==> src/rtl/arm_multicycle_controller.sv <==
// Multicycle ARM control unit: Moore FSM sequencing fetch/decode/execute/memory/writeback
// over a shared ALU and memory port, with registered NZCV flags and memory wait states.
module arm_multicycle_controller #(
    parameter int ALUCTRL_W   = 3,
    parameter int FLAG_W      = 4,
    parameter int MEM_WAIT_EN = 1
) (
    input  logic                 clk,
    input  logic                 reset,
    input  logic [19:0]          Instr,
    input  logic [FLAG_W-1:0]    ALUFlags,
    input  logic                 MemReady,
    output logic                 PCWrite,
    output logic                 AdrSrc,
    output logic                 MemWrite,
    output logic                 IRWrite,
    output logic                 RegWrite,
    output logic                 RegByte,
    output logic [1:0]           ResultSrc,
    output logic [1:0]           ALUSrcA,
    output logic [1:0]           ALUSrcB,
    output logic [1:0]           ImmSrc,
    output logic [1:0]           RegSrc,
    output logic [ALUCTRL_W-1:0] ALUControl,
    output logic [3:0]           State
);

    typedef enum logic [3:0] {
        FETCH  = 4'd0,
        DECODE = 4'd1,
        MEMADR = 4'd2,
        MEMRD  = 4'd3,
        MEMWB  = 4'd4,
        MEMWR  = 4'd5,
        EXECR  = 4'd6,
        EXECI  = 4'd7,
        ALUWB  = 4'd8,
        BRANCH = 4'd9
    } state_t;

    localparam logic [ALUCTRL_W-1:0] ALU_ADD = ALUCTRL_W'(3'b000);
    localparam logic [ALUCTRL_W-1:0] ALU_SUB = ALUCTRL_W'(3'b001);
    localparam logic [ALUCTRL_W-1:0] ALU_AND = ALUCTRL_W'(3'b010);
    localparam logic [ALUCTRL_W-1:0] ALU_ORR = ALUCTRL_W'(3'b011);
    localparam logic [ALUCTRL_W-1:0] ALU_EOR = ALUCTRL_W'(3'b100);

    state_t              state_q, state_d;
    logic [FLAG_W-1:0]   flags_q, flags_d;

    logic [3:0] cond;
    logic [1:0] op;
    logic [5:0] funct;
    logic [3:0] rd;
    logic [3:0] cmd;
    logic       rd_is_pc;
    logic       mem_rdy;
    logic       cond_ex;
    logic       no_write;
    logic       unused_rn;
    logic [ALUCTRL_W-1:0] dp_ctrl;

    logic pc_write, ir_write, reg_write, mem_write;

    assign cond      = Instr[19:16];
    assign op        = Instr[15:14];
    assign funct     = Instr[13:8];
    assign rd        = Instr[3:0];
    assign cmd       = funct[4:1];
    assign rd_is_pc  = (rd == 4'd15);
    assign unused_rn = ^Instr[7:4];
    assign mem_rdy   = (MEM_WAIT_EN == 0) ? 1'b1 : MemReady;

    // Condition check against the registered flags: N=3, Z=2, C=1, V=0.
    always_comb begin
        cond_ex = 1'b0;
        case (cond)
            4'b0000: cond_ex = flags_q[2];
            4'b0001: cond_ex = ~flags_q[2];
            4'b0010: cond_ex = flags_q[1];
            4'b0011: cond_ex = ~flags_q[1];
            4'b0100: cond_ex = flags_q[3];
            4'b0101: cond_ex = ~flags_q[3];
            4'b0110: cond_ex = flags_q[0];
            4'b0111: cond_ex = ~flags_q[0];
            4'b1000: cond_ex = flags_q[1] & ~flags_q[2];
            4'b1001: cond_ex = ~flags_q[1] | flags_q[2];
            4'b1010: cond_ex = (flags_q[3] == flags_q[0]);
            4'b1011: cond_ex = (flags_q[3] != flags_q[0]);
            4'b1100: cond_ex = ~flags_q[2] & (flags_q[3] == flags_q[0]);
            4'b1101: cond_ex = flags_q[2] | (flags_q[3] != flags_q[0]);
            4'b1110: cond_ex = 1'b1;
            default: cond_ex = 1'b0;
        endcase
    end

    always_comb begin
        dp_ctrl  = ALU_ADD;
        no_write = 1'b0;
        case (cmd)
            4'b0100: dp_ctrl = ALU_ADD;
            4'b0010: dp_ctrl = ALU_SUB;
            4'b0000: dp_ctrl = ALU_AND;
            4'b1100: dp_ctrl = ALU_ORR;
            4'b0001: dp_ctrl = ALU_EOR;
            4'b1010: begin
                dp_ctrl  = ALU_SUB;
                no_write = 1'b1;
            end
            default: begin
                dp_ctrl  = ALU_ADD;
                no_write = 1'b1;
            end
        endcase
    end

    always_ff @(posedge clk or posedge reset) begin
        if (reset) begin
            state_q <= FETCH;
            flags_q <= '0;
        end else begin
            state_q <= state_d;
            flags_q <= flags_d;
        end
    end

    always_comb begin
        state_d    = FETCH;
        flags_d    = flags_q;
        pc_write   = 1'b0;
        ir_write   = 1'b0;
        reg_write  = 1'b0;
        mem_write  = 1'b0;
        AdrSrc     = 1'b0;
        RegByte    = 1'b0;
        ResultSrc  = 2'b00;
        ALUSrcA    = 2'b00;
        ALUSrcB    = 2'b00;
        ALUControl = ALU_ADD;
        case (state_q)
            FETCH: begin
                ALUSrcA   = 2'b01;
                ALUSrcB   = 2'b10;
                ResultSrc = 2'b10;
                if (mem_rdy) begin
                    ir_write = 1'b1;
                    pc_write = 1'b1;
                    state_d  = DECODE;
                end else begin
                    state_d  = FETCH;
                end
            end
            DECODE: begin
                ALUSrcA   = 2'b01;
                ALUSrcB   = 2'b10;
                ResultSrc = 2'b10;
                case (op)
                    2'b01:   state_d = MEMADR;
                    2'b00:   state_d = funct[5] ? EXECI : EXECR;
                    2'b10:   state_d = BRANCH;
                    default: state_d = FETCH;
                endcase
            end
            MEMADR: begin
                ALUSrcB    = 2'b01;
                ALUControl = funct[3] ? ALU_ADD : ALU_SUB;
                RegByte    = funct[2];
                state_d    = funct[0] ? MEMRD : MEMWR;
            end
            MEMRD: begin
                AdrSrc  = 1'b1;
                RegByte = funct[2];
                state_d = mem_rdy ? MEMWB : MEMRD;
            end
            MEMWB: begin
                ResultSrc = 2'b01;
                RegByte   = funct[2];
                reg_write = cond_ex;
                pc_write  = cond_ex & rd_is_pc;
                state_d   = FETCH;
            end
            MEMWR: begin
                AdrSrc    = 1'b1;
                RegByte   = funct[2];
                mem_write = cond_ex;
                state_d   = mem_rdy ? FETCH : MEMWR;
            end
            EXECR, EXECI: begin
                ALUSrcB    = (state_q == EXECI) ? 2'b01 : 2'b00;
                ALUControl = dp_ctrl;
                if (funct[0] && cond_ex) begin
                    flags_d = ALUFlags;
                end
                state_d = ALUWB;
            end
            ALUWB: begin
                reg_write = cond_ex & ~no_write;
                pc_write  = cond_ex & ~no_write & rd_is_pc;
                state_d   = FETCH;
            end
            BRANCH: begin
                ALUSrcA   = 2'b10;
                ALUSrcB   = 2'b01;
                ResultSrc = 2'b10;
                pc_write  = cond_ex;
                state_d   = FETCH;
            end
            default: state_d = FETCH;
        endcase
    end

    // Enables are masked by reset directly so an in-flight write drops before any edge.
    assign PCWrite  = pc_write  & ~reset;
    assign IRWrite  = ir_write  & ~reset;
    assign RegWrite = reg_write & ~reset;
    assign MemWrite = mem_write & ~reset;

    assign ImmSrc = op;
    assign RegSrc = {(op == 2'b01), (op == 2'b10)};
    assign State  = state_q;

endmodule

==> config.mk <==
export PLATFORM = sky130hd
export DESIGN_NAME = arm_multicycle_controller
export DESIGN_NICKNAME = d
export VERILOG_FILES = /design/src/rtl/arm_multicycle_controller.sv
export SDC_FILE = /design/constraint.sdc
export NUM_CORES = 1
export LEC_CHECK = 0
export CORE_MARGIN = 3
export CORE_UTILIZATION = 35
export DETAILED_ROUTE_END_ITERATION = 8
export PLACE_DENSITY = 0.75
export SYNTH_ARGS = -nofsm -noshare
export SYNTH_HDL_FRONTEND = slang
export SYNTH_SLANG_ARGS = --single-unit
==> constraint.sdc <==
create_clock -name clk -period 2.05 [get_ports clk]
set_clock_uncertainty 0.2 [all_clocks]
set_input_delay 0.205 -clock clk [delete_from_list [all_inputs] [get_ports clk]]
set_output_delay 0.205 -clock clk [all_outputs]
set_load 0.05 [all_outputs]
After elaboration in Yosys (flattened, before gate mapping)
Cells that the tools add are included.
{"block": "totals", "word_cells": 87, "in_bits": 27, "reg_bits": 8}
{"block": "op_classes", "n_mux": 22, "n_eq_ne": 33, "n_reduce_logical": 14, "n_bitwise": 16}
{"op": "4-bit equality test (second input constant)", "n": 12}
{"op": "4-bit by 3-bit equality test with 1-bit output (second input constant)", "n": 9}
{"op": "4-bit case mux with 6 select lines", "n": 1}
{"op": "4-bit by 2-bit equality test with 1-bit output (second input constant)", "n": 5}
{"op": "1-bit case mux with 15 select lines", "n": 1}
{"op": "4-bit by 1-bit equality test with 1-bit output (second input constant)", "n": 3}
{"op": "4-bit logical NOT", "n": 3}
{"op": "3-bit case mux with 4 select lines", "n": 1}
{"op": "4-bit case mux with 3 select lines", "n": 1}
{"op": "2-bit OR reduction", "n": 5}
{"op": "1-bit AND", "n": 9}
{"op": "1-bit 2-to-1 mux", "n": 9}
{"op": "3-bit 2-to-1 mux", "n": 3}
{"op": "2-bit case mux with 2 select lines", "n": 2}
{"op": "2-bit case mux with 3 select lines", "n": 1}
{"op": "3-bit case mux with 2 select lines", "n": 1}
{"op": "1-bit inverter", "n": 5}
{"op": "5-bit OR reduction", "n": 1}
{"op": "1-bit case mux with 4 select lines", "n": 1}
{"op": "4-bit OR reduction", "n": 1}
{"op": "3-bit OR reduction", "n": 1}
{"op": "2-bit by 1-bit equality test with 1-bit output (second input constant)", "n": 1}
{"op": "2-bit equality test (second input constant)", "n": 1}
{"op": "2-bit logical NOT", "n": 1}
{"op": "other kinds (6)", "n": 7}

Logic depth before layout (Yosys ltp)
{"block": "logic_depth", "ltp_word": 7, "mapped_depth": 6, "mapped_depth_nobuf": 5}

Least setup slack after synthesis
OpenSTA, ideal clock, no wires.
{"block": "synth_timing", "path_kind": "reg-to-output", "start": "register state_q[0], in the netlist State[0]", "end": "output PCWrite", "arrival_ns": 3.049, "path_buffers": 1, "path_slack_ns": -1.404, "path_stages_with_launch": 6, "cell_sequence": "dfrtp_1 -> clkbuf_1 -> nand2_1 -> nor2_1 -> a211oi_1 -> nor3_1"}
{"block": "synth_via", "elab_chain_cells": 3, "elab_cells_between_ends": 6}
{"element": "start, declared", "line": "47", "text": "state_t state_q, state_d;"}
{"element": "start signal, assigned", "line": "121", "text": "state_q <= state_d;"}
{"element": "4-bit equality test, or another cell as far along", "line": "139", "text": "case (state_q)"}
{"element": "1-bit case mux with 4 select lines *", "line": "139"}
{"element": "1-bit AND *", "line": "212", "text": "assign PCWrite = pc_write & ~reset;"}
{"element": "end, declared", "line": "13", "text": "output logic PCWrite,"}
Every way passes the cells marked *; elsewhere a longest branch is shown, timed or not.

Final worst setup path
{"block": "layout_timing", "start": "register flags_q[2]", "end": "output MemWrite"}
{"block": "layout_via", "elab_chain_cells": 5, "elab_cells_between_ends": 8}
{"element": "start, declared", "line": "48", "text": "logic [FLAG_W-1:0] flags_q, flags_d;"}
{"element": "start signal, assigned", "line": "122", "text": "flags_q <= flags_d;"}
{"element": "1-bit inverter", "line": "78, 85, 89"}
{"element": "1-bit AND, on equally long branches", "line": "89, 85"}
{"element": "1-bit case mux with 15 select lines *", "line": "76", "text": "case (cond)"}
{"element": "1-bit 2-to-1 mux *", "line": "139"}
{"element": "1-bit AND *", "line": "215", "text": "assign MemWrite = mem_write & ~reset;"}
{"element": "end, declared", "line": "15", "text": "output logic MemWrite,"}
Marks and branches as above.

==> metrics.md <==
| Metric | Value |
|---|---|
| Average wire per cell in the routed design | `16.03 um` |
| Startpoint type of the worst setup path | `register` |
| Worst r2r path cells | `7` |
| Setup repair after global routing missed its margin | `true` |
| Worst-path clk slew | `0.06 ns` |
| Antenna violations before repair | `0` |
| Most common library cell in the layout ignoring fill and taps | `sky130_fd_sc_hd__buf_4` |
| TritonCTS clock tree | `built` |
| Post-detailed-routing wire length | `3623 um` |
| Number of vias in the routed layout | `1244` |
| Post-detailed-placement half-perimeter wirelength | `2746 um` |
| Floorplan die area | `0.003383 sq mm` |
| Crit-path max cell delay | `0.43 ns` |
| Main combinational cell family by area after synthesis | `simple AND/OR/NAND/NOR gates` |
| Post-route worst hold slack | `0.2319 ns` |
| Max Cap Viol | `0` |
| Main flop type after synthesis | `sky130_fd_sc_hd__dfrtp_1` |
| Core Rows | `18` |
| H-tree lvl count | `1` |
| Die extent in x | `58.16 um` |
| Post-synthesis area per instance | `7.935 sq um` |
| Insertion delay of the later-clocked pin in the worst-skew pair | `0.25 ns` |
| Sinks on Clock Net | `8` |
| Via count of the first global-routing pass | `1272` |
| Die outline height | `58.16 um` |
| Final setup violation count | `7` |
| R2R Path End | `flags_q[3]` |
| Initial core utilization | `37.75%` |
| Ports placed on the boundary | `50` |
| Slew Limit Headroom | `71.93%` |
| Count of state elements after synthesis | `8` |
| Fill count | `167` |
| Proportion of layout cells with a drive suffix above 1 | `53.06%` |
| Failing checks | `setup timing` |
| Final period util | `115.9%` |
| Data arrival time at the worst-slack endpoint | `1.97 ns` |
| Number of cells in the design after placement | `212` |
| DRC violation total after the first TritonRoute iteration | `45` |
| Class of the tightest hold or removal check | `in -> async` |
| Final instance area | `0.002018 sq mm` |
| Cell type of the slowest stage on the worst timing path | `sky130_fd_sc_hd__dfrtp_1` |
| Post-synthesis instance total | `120` |
| Shortest period the worst path allows | `2.375 ns` |
| Reg2reg setup slack | `-0.23 ns` |
| Summed instance area of the synthesized netlist | `952.2 sq um` |
| PortBufs | `45` |
| Layout net count | `224` |
| Worst-case clock buffer depth | `2` |
| CP top delay family | `simple AND/OR/NAND/NOR gates` |
| IR drop worst, VDD | `1034 uV` |
| Met3 demand-to-capacity share in global routing | `2.227%` |
| Synth unique cells | `46` |
| Core outline area | `0.002522 sq mm` |
| Share of the synthesized area in compound gates (AO/OA/AOI/OAI) | `19.71%` |
| Largest net degree at the start of global routing | `13` |
| Layout-stage area growth over the synthesis result | `112.0%` |
| Critical path data required time | `1.64 ns` |
| First-pass GRT wire length | `6016 um` |
| Status | `finished with violations` |
| Synthesis warning total | `0` |
| Number of nets in the synthesized netlist | `147` |
| Critical Path, Cell by Cell | `nor3b_1 > a2bb2oi_2 > a311oi_2 > buf_4 > nor3_4 > nor4_4 > buf_6` |
| Antenna diodes | `0` |
| Number of buffers added to fix hold violations after cts | `0` |
| Highest clock rate | `0.4211 GHz` |
| Beginning of the worst register-to-register path | `flags_q[3]` |
| Avg Vias per Cell | `5.504` |
| Number of synthesized flops with an enable pin | `0` |
| Weighted congestion at the end of routability-driven global placement | `0.8543` |
| Total overflow reported by the global router | `0` |
| Met2 track demand over resource | `43.87%` |
| Proportion of synthesized chip area in sequential cells | `21.02%` |
| Finished Layout Cells | `226` |
| Fraction of synthesis flops using an asynchronous set or reset pin | `100.0%` |
| Routing usage on met1 | `25.71%` |
| Power per standard cell area | `1327 mW/mm^2` |
| Root Driver | `sky130_fd_sc_hd__clkbuf_4` |
| Final Power | `2677 uW` |
| Mux share of post-synthesis cell area | `9.593%` |
| Overall track demand over capacity in global routing | `22.64%` |
| Buf/Inv on CP | `2` |
| Residual DRC count | `0` |
| Fraction of synthesized cell area in xor and xnor cells | `4.599%` |
| Transition time at the pin with the least slew margin | `0.4152 ns` |
| Critical path endpoint category | `output port` |
| Commonest non-fill, non-tap cells in the layout | `sky130_fd_sc_hd__buf_4 (39), sky130_fd_sc_hd__buf_12 (16), sky130_fd_sc_hd__clkdlybuf4s50_1 (15)` |
| Clock buffer count from CTS | `3` |
| Type of the worst setup path | `reg -> out` |
| Synth Area in Simple Gates | `35.61%` |
| Post-synthesis share of cell area spent on full adders, half adders and majority gates | `0%` |
| Length of the first detailed-routing pass in iterations | `6` |
| Critical path peak fanout | `6` |
| Hold violation total from the final report | `0` |
| Leakage power | `0.0008828 uW` |
| Most utilized layer in the global route result | `met2` |
| Pins Over Slew Limit | `0` |
| Post-DP Area | `0.001852 sq mm` |
| Post-route antenna net violation count | `0` |
| Final setup margin | `-0.3250 ns` |
[synth_stat cells (3+ instances only)]
master | n | area [sq um]
sky130_fd_sc_hd__nor2_1 | 15 | 56.30
sky130_fd_sc_hd__dfrtp_1 | 8 | 200.2
sky130_fd_sc_hd__nor3_1 | 8 | 40.04
sky130_fd_sc_hd__nand2b_1 | 6 | 37.54
sky130_fd_sc_hd__a21oi_1 | 5 | 25.02
sky130_fd_sc_hd__buf_4 | 4 | 30.03
sky130_fd_sc_hd__clkbuf_1 | 4 | 15.01
sky130_fd_sc_hd__mux2_4 | 4 | 60.06
sky130_fd_sc_hd__nand2_1 | 4 | 15.01
sky130_fd_sc_hd__nor4_1 | 4 | 25.02
sky130_fd_sc_hd__xor2_1 | 4 | 35.03
sky130_fd_sc_hd__a211oi_1 | 3 | 22.52
sky130_fd_sc_hd__inv_2 | 3 | 11.26
sky130_fd_sc_hd__nand4_1 | 3 | 18.77
sky130_fd_sc_hd__nor2b_1 | 3 | 18.77
sky130_fd_sc_hd__nor3b_1 | 3 | 22.52
sky130_fd_sc_hd__o21ai_1 | 3 | 15.01
[flip-flops by register name (all words and copies together), names as in the netlist]
signal / count
State: 4
flags_q: 4
[tightest hold or removal path, stage by stage]
cell	delay [ns]
sky130_fd_sc_hd__clkdlybuf4s50_1	0.44
sky130_fd_sc_hd__buf_4	0.18
sky130_fd_sc_hd__inv_1	0.24
[layer usage]
layer / part of all wire (%) / wire, um
met3: 3.6 / 131
met5: 0 / 0
met1: 39 / 1405
met4: 1.4 / 50
met2: 56 / 2035
[power by group]
part | internal, uW | total, uW | leakage, uW | switching (uW)
clock network | 74.2 | 124 | 0.0000150 | 50.2
logic | 1030 | 2210 | 0.000771 | 1180
registers | 235 | 339 | 0.0000964 | 104
[repair_timing]
| item | CTS | global route |
|---|---|---|
| endpoints found under the setup margin | 9 | 8 |
| gates resized for setup | 15 | 10 |
| setup buffers | 10 | 0 |
| pin swaps | 9 | 7 |
[kinds of logic after synthesis]
logic type / count (synthesis)
XOR/XNOR: 5
AND/OR/NAND/NOR: 59
AO/OA/AOI/OAI: 25
buffers and inverters: 16
flip-flops: 8
multiplexers: 7
[per-stage QoR]
step / utilization [%] / TNS (ns) / setup WS [ns]
5_1_grt: 80.01 / -2.312 / -0.4315
4_1_cts: 79.17 / -1.646 / -0.2882
3_5_place_dp: 73.41 / -4.157 / -0.6395
2_1_floorplan: - / -1.005 / -0.2834
3_3_place_gp: 73.41 / -3.530 / -0.5348
6_report: 80.01 / -1.795 / -0.3250
[worst max path at each step]
stage / from / endpoint / slack (ns) / cells after the start
floorplan: State[0] / PCWrite / -0.28 / 5
global placement: Instr[16] / PCWrite / -0.53 / 8
detailed placement: Instr[19] / RegWrite / -0.64 / 7
CTS: flags_q[3] / MemWrite / -0.29 / 7
global route: flags_q[2] / MemWrite / -0.43 / 7
finish: flags_q[2] / MemWrite / -0.33 / 7
[area by class of cell]
type	count	area, sq um	share of cell area, %
inverters	5	18.77	0.9299
well taps	30	37.54	1.860
repair buffers	83	899.6	44.58
flip-flops and latches	8	207.7	10.29
clock buffers	4	26.28	1.302
multi-input cells	96	828.3	41.04
Note: power is estimated with default switching activity, not from simulation.
==> RTL edit: new RTL, same settings <==
Make the reset (`reset`) synchronous in one clocked block.
--- a/src/rtl/arm_multicycle_controller.sv
+++ b/src/rtl/arm_multicycle_controller.sv
@@ -113,7 +113,7 @@
         endcase
     end
 
-    always_ff @(posedge clk or posedge reset) begin
+    always_ff @(posedge clk) begin
         if (reset) begin
             state_q <= FETCH;
             flags_q <= '0;
Formal check against the unedited RTL: differs if reset is asserted again (counterexample within 4 cycles, from zero or initial values and one cycle with reset high); with reset held inactive, the same outputs for 10 cycles.
==> RTL edit against the original RTL <==
- the flow still finishes with violations (setup timing)
- non-clock buffer count did not move
- area after synthesis rose by 4.6%
- cell count rose by 5.3%
- routed wire length rose by 38%
- final area rose by 7.7%
- setup slack improved by 11 ps
- sequential cell count did not move
Power is left out: it rests on default switching activity, and per cell area and clock period it moved more than threefold.
==> RTL edit: results <==
metrics = {
    "status": {
        "violations": "setup timing",
        "status": "complete, but fails checks",
    },
    "yosys": {
        "yosys-top-cells-area": "dfxtp_1, nor2_1, inv_1, a32oi_1, nor3_1",
        "synthArstFlopShare_pct": 0,
        "syn-instance-count": 133,
        "synth_fp_nets": 160,
    },
    "route": {
        "avgViaCountPerCell": 6.11,
        "drtIter0Drc": 118,
        "dr.pass1.iters": 4,
    },
    "sta": {
        "tns_ps": -859,
        "relSlewSlack_pct": 66.0,
        "worst_slack_ps": -314,
        "setup_viol": 5,
    },
    "place": {
        "globalplace.congestion": 0.821,
        "dp_slack_ps": -491,
        "post-dp-hpwl_microns": 3330,
        "dp_cells": 229,
    },
    "global_route": {
        "grt_pass1_vias": 1452,
        "grt_use_total_pct": 27.7,
        "grt_start_max_net_pins": 17,
    },
    "setup_path": {
        "critPathTopFamily": "compound AO/OA/AOI/OAI gates",
        "crit_slowest_cell": "dfxtp_4",
        "reg2reg_from": "flags_q[2]",
        "crit_fanout": 9,
    },
    "cts": {
        "insertion_delay_ps": 270,
    },
    "final_layout": {
        "final_cells": 238,
        "fillers": 153,
    },
    "hold_path": {
        "hp-class": "reg -> reg",
    },
}
==> RTL edit: cell types whose count changed after synthesis, moves of 4 or more <==
| cell | before | now |
|---|---|---|
| dfrtp_1 | 8 | 0 |
| inv_1 | 2 | 10 |
| mux2_4 | 4 | 0 |
| nor2_1 | 15 | 11 |
| a32oi_1 | 0 | 4 |
| dfxtp_1 | 0 | 8 |
==> RTL edit: timing repair <==
action | CTS | global route
pin swaps | 8 | 4
setup buffers | 2 | 3
gates resized for setup | 27 | 10
endpoints found under the setup margin | 8 | 7
==> RTL edit: metrics by stage <==
step / util [%] / hold slack (ps)
final: 84.0 / 353
after global routing: 84.0 / 373
after CTS: 81.6 / 354
after detailed placement: 76.9 / 345
after global placement: 76.9 / 336
after floorplan: - / 135
==> RTL edit: worst max path at each step <==
stage / from / endpoint / slack [ps]
floorplan: State[3] / PCWrite / -270
global placement: Instr[17] / MemWrite / -440
detailed placement: Instr[18] / MemWrite / -490
CTS: flags_q[3] / MemWrite / -270
global route: flags_q[2] / MemWrite / -380
finish: State[0] / PCWrite / -310
==> RTL edit: cells by family (layout without fill, tap and decap cells) <==
family	count (synthesis)	count (layout)	share of synthesized area [%]
mux	3	3	3.14
xor+xnor	4	4	3.52
simple gates	56	56	32.4
buf+inv	22	97	10.9
compound gates	40	40	33.9
flops	8	8	16.1
==> RTL edit: routing by layer <==
metal / track usage (%) / share of wire, % / vias to the layer above
li1: - / - / 657
met1: 32.7 / 39 / 691
met2: 48.8 / 49 / 77
met3: 4.36 / 5.9 / 29
met4: 11.7 / 5.1 / 0
met5: 0 / 0 / -
==> RTL edit: cell type report <==
| cell class | instances | area share (%) |
|---|---|---|
| Timing Repair Buffer | 83 | 41.5 |
| Inverter | 10 | 1.73 |
| Clock buffer | 4 | 1.21 |
| Tap cell | 30 | 1.73 |
| Multi-Input combinational cell | 103 | 45.2 |
| Sequential cell | 8 | 8.63 |
